`config.mk`:
```
export PLATFORM = sky130hd
export DESIGN_NAME = aes_decrypt_controller
export DESIGN_NICKNAME = d
export VERILOG_FILES = /design/src/rtl/aes_dec_pkg.sv /design/src/rtl/aes_decrypt_controller.sv
export SDC_FILE = /design/constraint.sdc
export NUM_CORES = 1
export LEC_CHECK = 0
export CORE_AREA = 2 2 39 41
export CTS_BUF_LIST = sky130_fd_sc_hd__clkbuf_4 sky130_fd_sc_hd__clkbuf_8 sky130_fd_sc_hd__clkbuf_16
export CTS_CLUSTER_SIZE = 20
export DETAILED_ROUTE_END_ITERATION = 8
export DIE_AREA = 0 0 41 43
export GPL_TIMING_DRIVEN = 0
export PLACE_DENSITY = 0.61
export SETUP_SLACK_MARGIN = 0.02
export SLEW_MARGIN = 40
export SYNTH_ARGS = -nofsm -noshare
export SYNTH_HDL_FRONTEND = slang
export SYNTH_SLANG_ARGS = --single-unit
export TNS_END_PERCENT = 5
```
`constraint.sdc`:
```
create_clock -name clk -period 2.2 [get_ports clk]
set_clock_uncertainty 0.1 [all_clocks]
set_input_delay 0.22 -clock clk [delete_from_list [all_inputs] [get_ports clk]]
set_output_delay 0.22 -clock clk [all_outputs]
set_load 0.01 [all_outputs]
```
`src/rtl/aes_dec_pkg.sv`:
```
// Shared state encoding and round constants for the AES decrypt round controller.
package aes_dec_pkg;

    typedef enum logic [2:0] {
        IDLE   = 3'd0,
        INIT   = 3'd1,
        PHASE0 = 3'd2,
        PHASE1 = 3'd3,
        FINISH = 3'd4
    } state_e;

    localparam int unsigned NUM_ROUNDS   = 10;
    localparam logic [3:0]  LAST_KEY_IDX = 4'd10;

endpackage

```
`src/rtl/aes_decrypt_controller.sv`:
```
// AES-128 decrypt round sequencer: INIT, then 10 rounds of PHASE0/PHASE1, then a FINISH pulse.
// Optional AES_DEC_START_QUEUE_EN latches one start request made while busy and chains it after FINISH.
module aes_decrypt_controller
    import aes_dec_pkg::*;
(
    input  logic       clk,
    input  logic       reset,
    input  logic       start,
    output logic       busy,
    output logic       initAdd,
    output logic       phase,
    output logic [3:0] roundCount,
    output logic [3:0] keyIndex,
    output logic       lastRound,
    output logic       done
);

    localparam logic [3:0] LAST_ROUND = 4'(NUM_ROUNDS);

    state_e     state_q, state_d;
    logic [3:0] round_q, round_d;
    logic       launch;

`ifdef AES_DEC_START_QUEUE_EN
    logic pending_q, pending_d;

    assign launch = pending_q | start;

    // Entering INIT consumes the request; a start while already pending is dropped.
    always_comb begin
        pending_d = pending_q;
        if (state_d == INIT) begin
            pending_d = 1'b0;
        end else if (start && busy) begin
            pending_d = 1'b1;
        end
    end

    always_ff @(posedge clk or posedge reset) begin
        if (reset) begin
            pending_q <= 1'b0;
        end else begin
            pending_q <= pending_d;
        end
    end
`else
    assign launch = 1'b0;
`endif

    always_comb begin
        state_d = IDLE;
        round_d = 4'd1;
        case (state_q)
            IDLE:    state_d = start ? INIT : IDLE;
            INIT:    state_d = PHASE0;
            PHASE0: begin
                state_d = PHASE1;
                round_d = round_q;
            end
            PHASE1: begin
                // Round 10 holds its count into FINISH rather than wrapping to 11.
                if (round_q == LAST_ROUND) begin
                    state_d = FINISH;
                    round_d = round_q;
                end else begin
                    state_d = PHASE0;
                    round_d = round_q + 4'd1;
                end
            end
            FINISH:  state_d = launch ? INIT : IDLE;
            default: state_d = start ? INIT : IDLE;
        endcase
    end

    always_ff @(posedge clk or posedge reset) begin
        if (reset) begin
            state_q <= IDLE;
            round_q <= 4'd1;
        end else begin
            state_q <= state_d;
            round_q <= round_d;
        end
    end

    always_comb begin
        busy     = 1'b0;
        initAdd  = 1'b0;
        phase    = 1'b0;
        done     = 1'b0;
        keyIndex = '0;
        case (state_q)
            INIT: begin
                busy     = 1'b1;
                initAdd  = 1'b1;
                keyIndex = LAST_KEY_IDX;
            end
            PHASE0: begin
                busy     = 1'b1;
                keyIndex = LAST_KEY_IDX - round_q;
            end
            PHASE1: begin
                busy     = 1'b1;
                phase    = 1'b1;
                keyIndex = LAST_KEY_IDX - round_q;
            end
            FINISH: begin
                busy = 1'b1;
                done = 1'b1;
            end
            default: ;
        endcase
    end

    assign roundCount = round_q;
    assign lastRound  = (round_q == LAST_ROUND);

endmodule

```
==> results.yml, run 1 <==
status:
  status: "finished, final reports clean"
cts:
  htreeDepth: 1
  path_clk_slew_ps: 60
  ctsHoldBuffers: 0
  clk-insertion-delay-late_ps: 260
  cts_tree: "done"
  cts-root-buf: "clkbuf_4"
  cts.sink_count: 7
  numCtsBuffers: 3
  ctsLongestPathBuffers: 2
  post-cts-setup-buffers: 0
sta:
  min_period_ps: 2040
  finalCritPeriodShare_pct: 92.9
  fmax_mhz: 489
  tns_ps: 0
  rsz0062_at_grt: "no"
  maxSlewViolCount: 0
  fin_hold_ws_ps: 103
  hold_violations: 0
  worst_pin_slew_ps: 304
  slew_headroom_pct: 79.7
  setup_viol: 0
drt:
  drt_first_pass_iters: 4
  via_per_inst: 4.84
  wl_per_cell_um: 12.0
  drc: 0
  first_iter_violations: 8
  vias: 421
  routed_wl_mm: 1.04
  postRouteAntennaNets: 0
worst_setup_path:
  r2r_slack_ps: 540
  worstReg2RegEnd: "roundCount[2]"
  critical_path_class: "reg -> out"
  critPathLaunchType: "flop"
  rr_startpoint: "roundCount[0]"
  endpoint_kind: "output pin"
  startpoint: "state_q[2]"
  path_max_fanout: 9
  worstPathRequired_ps: 1880
  crit_arrival_ps: 1720
  worstRegToRegCells: 5
power:
  p_int_uw: 684
  comb_power_share_pct: 63.9
  seq_power_share_pct: 24.3
  swShare_pct: 40.5
  power.density_mw_per_mm2: 1690
  p_sw_uw: 465
  peakVddDrop_uv: 655
  power.leakage_uw: 0.000363
  clkPwrFrac_pct: 11.8
floorplan:
  core_area_mm2: 0.00138
  initial_core_util_pct: 34.0
  die_area_mm2: 0.00176
  ios: 16
  chipHeight_um: 43
  dieWidth_um: 41
  row_count: 14
yosys:
  netlist_instances: 52
  postSynthAreaPerCell_um2: 9.05
  ys_seq_elements: 7
  yosysWarnings: 0
  ys_types: 24
  synth_top_cells_by_area: "dfrtp_1, ha_1, dfstp_2"
  syn_area_um2: 470
  synth_nets: 58
  synth_area_leader_cell: "dfrtp_1"
  yosysTopAreaCellShare_pct: 31.9
  yosysSeqAreaShare_pct: 37.5
global_route:
  antenna_found_initial: 0
  grt_pass1_wl_mm: 1.75
  gr-total-overflow: 0
  grtUsageTotal_pct: 15.2
  grt_pass1_vias: 402
  grt_start_max_net_pins: 11
placement:
  gp_congestion: 0.648
  dp_hpwl_um: 725
  io_buffers: 15
finish:
  antenna_cells: 0
  utilization_pct: 49.3
  area_growth_pct: 44.9
  layout-drive-gt1-share_pct: 18.3
  num-nets-final: 78
  fillers: 133
hold_path:
  min_path_type: "in -> async"
flow_run:
  max_cap_violations: 0
-- cells in the final DEF, fill, tap and decap left out, drive strengths merged, types with 2 or more instances in the layout --
cell | netlist | layout
clkbuf | 0 | 4
a21oi | 5 | 5
nand2 | 3 | 3
xnor2 | 3 | 3
clkdlybuf4s50 | 0 | 11
nor2 | 7 | 7
dfrtp | 6 | 6
nor3 | 2 | 2
dlymetal6s2s | 0 | 3
ha | 3 | 3
buf | 3 | 3
inv | 4 | 4
o21bai | 2 | 2
nand2b | 2 | 2
-- per-stage QoR --
stage          cells  cell area (um2)  power [uW]  worst slack [ps]
6_report          87              682        1150               156
5_1_grt           87              682        1260              24.7
4_1_cts           87              669        1170              35.2
3_5_place_dp      83              641        1050               238
3_3_place_gp      83              641        1040               251
2_1_floorplan     52              470         689               587
-- power by group through the flow --
stage	combinational, uW	clock (uW)	sequential, uW
floorplan	410	0	280
global placement	756	0	281
detailed placement	767	0	280
finish	735	136	279
CTS	752	138	279
global route	820	146	294
-- what timing repair did --
action | 4_1_cts | 5_1_grt
endpoints found under the setup margin | 1 | 3
cloned | 0 | 0
resized for setup | 1 | 4
-- worst max-delay path: stages (launching register included) --
cell and delay [ps]:
dfrtp_1 350, buf_2 160, nand2b_1 140, buf_2 170, nor2_1 110, clkdlybuf4s50_1 530
-- final cells by class --
class	instances	area [um2]	area share (%)
multi-input cells	38	269	39.4
flip-flops and latches	7	176	25.9
repair buffers	15	156	22.9
clock buffers	4	30.0	4.40
well taps	16	20.0	2.94
plain buffers	3	15.0	2.20
inverters	4	15.0	2.20
-- per-layer routing --
metal	wire, um	global-route usage (%)	up-vias
li1	-	-	210
met1	467	18.2	192
met2	474	20.9	17
met3	80	9.95	2
met4	19	6.00	0
met5	0	0	-
-- kinds of logic (layout without fill, tap and decap cells) --
family                   count (synthesis)  count (layout)  synth area share, %
AND/OR/NAND/NOR                         22              22                 28.5
flip-flops                               7               7                 37.5
buffers and inverters                    7              26                 6.38
XOR/XNOR                                 4               4                 7.45
adder cells (fa/ha/maj)                  3               3                 7.98
AO/OA/AOI/OAI                            9               9                 12.2
-- Yosys cell counts --
master,n
a21oi_1,4
dfstp_2,1
and2b_2,1
nand2_1,3
and2_1,1
nand3b_4,1
a21oi_2,1
a31oi_1,1
nand2b_1,2
xnor2_1,3
inv_1,4
and3_2,1
ha_1,3
nand4_1,1
nor3_1,2
xor2_1,1
o21bai_1,2
nor2_1,7
dfrtp_1,6
and3b_1,1
buf_2,3
nor3b_1,1
a211oi_1,1
or3b_1,1
-- state kept, by name (all words and copies together), names as in the netlist --
name / count
roundCount: 4
state_q: 3
-- worst max-delay path by stage --
stage | slack (ps) | to
6_report | 160 | keyIndex[2]
5_1_grt | 20 | keyIndex[2]
3_5_place_dp | 240 | keyIndex[1]
4_1_cts | 40 | keyIndex[3]
2_1_floorplan | 590 | roundCount[2]
3_3_place_gp | 250 | keyIndex[1]
No activity file was read; power rests on OpenSTA's default activity.
==> run 2, diff against run 1 <==
--- a/config.mk
+++ b/config.mk
@@ -5,13 +5,12 @@
 export SDC_FILE = /design/constraint.sdc
 export NUM_CORES = 1
 export LEC_CHECK = 0
-export CORE_AREA = 2 2 39 41
+export CORE_UTILIZATION = 32
 export CTS_BUF_LIST = sky130_fd_sc_hd__clkbuf_4 sky130_fd_sc_hd__clkbuf_8 sky130_fd_sc_hd__clkbuf_16
 export CTS_CLUSTER_SIZE = 20
 export DETAILED_ROUTE_END_ITERATION = 8
-export DIE_AREA = 0 0 41 43
 export GPL_TIMING_DRIVEN = 0
-export PLACE_DENSITY = 0.61
+export PLACE_DENSITY = 0.56
 export SETUP_SLACK_MARGIN = 0.02
 export SLEW_MARGIN = 40
 export SYNTH_ARGS = -nofsm -noshare
==> run 2 against run 1 <==
Net effect: worst hold slack better by 2.8 ps; flip-flop and latch count unchanged; combinational power is 1% lower; clock-buffer cell count stayed put; final area is 0.55% lower; maximum frequency is 2.5% lower; worst setup slack got worse by 53 ps; critical path type unchanged; largest cell class unchanged.
==> results.yml, run 2 (same netlist as run 1, synthesis figures left out) <==
worst_setup_path:
  worstPathRequired_ps: 1880
  cp_num_buf_inv: 3
  cp_slowest_cell: "dfstp_2"
  critPathTopFamily: "flip-flops"
  path_max_fanout: 8
  critPathLaunchType: "flop"
  r2r_slack_ps: 540
  critical_path_class: "reg -> out"
  cp_cell_sequence: "inv_1, ha_1, nand3b_4, inv_1, clkdlybuf4s50_1"
  max_stage_delay_ps: 590
  crit_arrival_ps: 1780
  rr_startpoint: "roundCount[0]"
  path_common_cell: "inv_1"
  endpoint_kind: "output pin"
  worstRegToRegCells: 5
  worstReg2RegEnd: "roundCount[2]"
power:
  p_sw_uw: 457
  clkPwrFrac_pct: 11.4
  power.leakage_uw: 0.000345
  power.density_mw_per_mm2: 1680
  power_uw: 1140
  swShare_pct: 40.1
  comb_power_share_pct: 63.8
  peakVddDrop_uv: 671
  seq_power_share_pct: 24.7
  p_int_uw: 684
sta:
  finalCritPeriodShare_pct: 95.3
  hold_violations: 0
  maxSlewViolCount: 0
  min_period_ps: 2100
  slew_headroom_pct: 81.0
  fin_hold_ws_ps: 106
  fmax_mhz: 477
  worst_pin_slew_ps: 285
  setup_viol: 0
  rsz0062_at_grt: "no"
  tns_ps: 0
drt:
  route.met3.wl_um: 43
  vias: 413
  drt_first_pass_iters: 4
  first_iter_violations: 6
  via_per_inst: 4.80
  drc: 0
  route.met2.wl_um: 413
  wl_met1_um: 497
  wl_per_cell_um: 11.1
  routed_wl_um: 954
  dr.max_layer_used: "met3"
  postRouteAntennaNets: 0
finish:
  layout_common_cells: "clkdlybuf4s50_1, nor2_1, dfrtp_1"
  largest_register_ffs: 4
  final_common_cell: "clkdlybuf4s50_1"
  area_growth_pct: 44.1
  layout-drive-gt1-share_pct: 18.3
  utilization_pct: 50.8
  stdcell_count: 86
  num-nets-final: 78
  antenna_cells: 0
cts:
  clk-insertion-delay-late_ps: 250
  numCtsBuffers: 3
  post-cts-setup-buffers: 0
  cts_tree: "done"
  htreeDepth: 1
  cts.sink_count: 7
  cts-root-buf: "clkbuf_4"
  path_clk_slew_ps: 50
  ctsLongestPathBuffers: 2
floorplan:
  row_count: 13
  ios: 16
  dieWidth_um: 40.3
  core_area_mm2: 0.00133
  die_area_mm2: 0.00163
  chipHeight_um: 40.3
  initial_core_util_pct: 35.3
flow_run:
  max_cap_violations: 0
placement:
  io_buffers: 15
  dpl.cell_count: 82
  dp_hpwl_um: 676
  gp_congestion: 0.663
status:
  status: "finished, final reports clean"
global_route:
  grt_pass1_vias: 328
  grt_start_max_net_pins: 11
  grt_pass1_wl_mm: 1.55
  gr-total-overflow: 0
  antenna_found_initial: 0
  grtUsageTotal_pct: 14.8
hold_path:
  min_path_type: "in -> async"
[run 2: cell types whose count changed in the layout (fill, tap and decap cells not counted), sizes merged]
cell	previous run	this run
clkdlybuf4s50	11	12
dlymetal6s2s	3	2
[run 2: power groups by stage]
stage,registers (uW),clock network (uW),logic (uW)
after floorplan,280,0,410
after global placement,282,0,760
after detailed placement,282,0,759
after CTS,281,137,749
after global routing,295,149,802
final,282,130,728
[run 2: metrics by stage]
stage / setup WS (ps) / area [um2]
after global routing: 36.8 / 678
after global placement: 241 / 639
after detailed placement: 241 / 639
final: 103 / 678
after floorplan: 587 / 470
after CTS: 89.3 / 673
[run 2: layout make-up]
cell class                      instances  area [um2]
Clock buffer                            4        30.0
Fill cell                             136         656
Timing Repair Buffer                   15         154
Multi-Input combinational cell         38         269
Tap cell                               15        18.8
Sequential cell                         7         176
Inverter                                4        15.0
Buffer                                  3        15.0
[run 2: per-layer routing]
metal / track usage, % / vias up
met2: 18.7 / 9
met1: 20.6 / 192
li1: - / 212
met4: 7.50 / 0
met3: 6.67 / 0
met5: 0 / -
[run 2: timing repair]
action / 4_1_cts / 5_1_grt
gates resized for setup: 2 / 2
hold buffers: 0 / 0
endpoints found under the setup margin: 2 / 2
hold endpoints to repair: 0 / 0
[run 2: worst reg2reg max path, cell delays in order, from the launching register on]
cell	delay, ps
dfstp_2	590
inv_1	70
ha_1	230
nand3b_4	120
or3b_1	370
a21oi_2	110
[run 2: worst max path at each step]
| stage | startpoint | slack (ps) | endpoint | depth (start not counted) |
|---|---|---|---|---|
| floorplan | roundCount[0] | 590 | roundCount[2] | 5 |
| global placement | roundCount[0] | 240 | keyIndex[1] | 5 |
| detailed placement | roundCount[0] | 240 | keyIndex[1] | 5 |
| CTS | state_q[2] | 90 | keyIndex[0] | 5 |
| global route | roundCount[0] | 40 | lastRound | 5 |
| finish | roundCount[0] | 100 | lastRound | 5 |
==> run 3, diff against run 2 <==
--- a/config.mk
+++ b/config.mk
@@ -5,12 +5,13 @@
 export SDC_FILE = /design/constraint.sdc
 export NUM_CORES = 1
 export LEC_CHECK = 0
-export CORE_UTILIZATION = 32
+export CORE_AREA = 2 2 39 41
 export CTS_BUF_LIST = sky130_fd_sc_hd__clkbuf_4 sky130_fd_sc_hd__clkbuf_8 sky130_fd_sc_hd__clkbuf_16
 export CTS_CLUSTER_SIZE = 20
 export DETAILED_ROUTE_END_ITERATION = 8
+export DIE_AREA = 0 0 41 43
 export GPL_TIMING_DRIVEN = 0
-export PLACE_DENSITY = 0.56
+export PLACE_DENSITY = 0.61
 export SETUP_SLACK_MARGIN = 0.02
 export SLEW_MARGIN = 40
 export SYNTH_ARGS = -nofsm -noshare
==> constraint.sdc (replaced) <==
create_clock -name clk -period 2.2 [get_ports clk]
set_clock_uncertainty 0.1 [all_clocks]
set_input_delay 0.44 -clock clk [delete_from_list [all_inputs] [get_ports clk]]
set_output_delay 0.44 -clock clk [all_outputs]
set_load 0.01 [all_outputs]
==> run 3 against run 2 <==
Net effect: combinational power barely moved; final area rose by 1.8%; critical path depth fell by 1; cell count rose by 2.3%; via count rose by 0.24%; die area rose by 8.3%; utilization fell by 0.93 points; largest cell class unchanged.
==> results.yml, run 3 (same netlist as run 1, synthesis figures left out) <==
status:
  status: "finished, final reports clean"
power:
  clkPwrFrac_pct: 11.8
  power.density_mw_per_mm2: 1650
  swShare_pct: 42.0
  seq_power_share_pct: 24.4
  comb_power_share_pct: 63.8
  p_sw_uw: 479
  power.leakage_uw: 0.000358
  peakVddDrop_uv: 673
  p_int_uw: 663
sta:
  setup_viol: 0
  slew_headroom_pct: 80.0
  rsz0062_at_grt: "yes"
  fin_hold_ws_ps: 323
  worst_pin_slew_ps: 300
  fmax_mhz: 470
  hold_violations: 0
  min_period_ps: 2130
  finalCritPeriodShare_pct: 96.6
  maxSlewViolCount: 0
  tns_ps: 0
cts:
  clk-insertion-delay-late_ps: 250
  cts.sink_count: 7
  cts-root-buf: "clkbuf_4"
  ctsLongestPathBuffers: 2
  cts_tree: "done"
  path_clk_slew_ps: 60
  htreeDepth: 1
  numCtsBuffers: 3
placement:
  dp_hpwl_um: 725
  io_buffers: 15
  gp_congestion: 0.648
worst_setup_path:
  endpoint_kind: "output pin"
  critical_path_class: "reg -> out"
  critPathLaunchType: "flop"
  path_max_fanout: 10
  crit_arrival_ps: 1590
  worstPathRequired_ps: 1660
global_route:
  grt_pass1_wl_mm: 1.77
  grtUsageTotal_pct: 15.4
  antenna_found_initial: 0
  grt_start_max_net_pins: 11
  grt_pass1_vias: 406
  gr-total-overflow: 0
hold_path:
  min_path_type: "in -> async"
floorplan:
  core_area_mm2: 0.00138
  initial_core_util_pct: 34.0
  dieWidth_um: 41
  ios: 16
  die_area_mm2: 0.00176
  chipHeight_um: 43
  row_count: 14
drt:
  routed_wl_mm: 1.06
  vias: 414
  via_per_inst: 4.70
  postRouteAntennaNets: 0
  wl_per_cell_um: 12.0
  drc: 0
  first_iter_violations: 9
  drt_first_pass_iters: 4
finish:
  final_common_cell: "clkdlybuf4s50_1"
  area_growth_pct: 46.8
  antenna_cells: 0
  largest_register_ffs: 4
  layout-drive-gt1-share_pct: 22.2
  num-nets-final: 79
  layout_common_cells: "clkdlybuf4s50_1, nor2_1, dfrtp_1, dlygate4sd2_1"
flow_run:
  max_cap_violations: 0
-- run 3: cell count changes in the layout (fill, tap and decap cells not counted) --
| cell | change |
|---|---|
| clkdlybuf4s50_1 | -4 |
| dlygate4sd2_1 | +4 |
| buf_4 | +2 |
| buf_2 | -1 |
| clkbuf_2 | +1 |
| dlymetal6s2s_1 | -1 |
| nor2_1 | -1 |
| nor2_4 | +1 |
| nor3b_2 | -1 |
| nor3b_4 | +1 |
-- run 3: critical path, stage by stage (launching register included) --
cell and delay (ps):
dfrtp_1 390, buf_4 180, nor2_4 100, and2_1 130
clkdlybuf4s50_1 530
-- run 3: power by group through the flow --
stage	logic [uW]	registers (uW)	clock network, uW
floorplan	410	280	0
global placement	756	281	0
detailed placement	767	280	0
CTS	710	282	138
global route	817	294	146
finish	729	279	135
-- run 3: cell type report --
type                       count  area [um2]
inverter                       4        15.0
tap                           16        20.0
clock buffer                   4        30.0
multi-input combinational     38         283
sequential                     7         176
timing repair buffer          16         149
fill                         132         693
buffer                         3        17.5
-- run 3: through the flow --
stage                     instance area [um2]  util, %  instances  power, uW  worst slack, ps
after floorplan                           470        -         52        689              484
after global placement                    641     46.3         83       1040             30.8
after detailed placement                  641     46.3         83       1050             18.3
after CTS                                 672     48.6         87       1130             14.7
after global routing                      691     49.9         88       1260            0.595
final                                     691     49.9         88       1140             74.0
-- run 3: timing repair --
action | CTS | global route
gates resized for setup | 9 | 6
setup endpoints to repair | 8 | 5
pin swaps | 0 | 0
hold buffers | 0 | 0
buffers inserted | 0 | 1
-- run 3: path summary, 6_finish.rpt --
check | startpoint | end | slack, ps | depth (start not counted)
min in group clk | state_q[0] | roundCount[2] | 490 | 3
worst min register to register | state_q[0] | roundCount[2] | 490 | 3
worst max register to register | roundCount[0] | roundCount[2] | 590 | 5
worst max-delay path | state_q[0] | done | 70 | 4
max in group asynchronous | reset | roundCount[0] | 1390 | 2
worst min-delay path | reset | state_q[2] | 320 | 2
-- run 3: routing by layer --
layer / vias to the layer above / global-route usage [%] / wire length (um)
met1: 188 / 18.8 / 472
met2: 13 / 20.9 / 495
met5: - / 0 / 0
met4: 0 / 6.00 / 19
li1: 211 / - / -
met3: 2 / 9.95 / 68
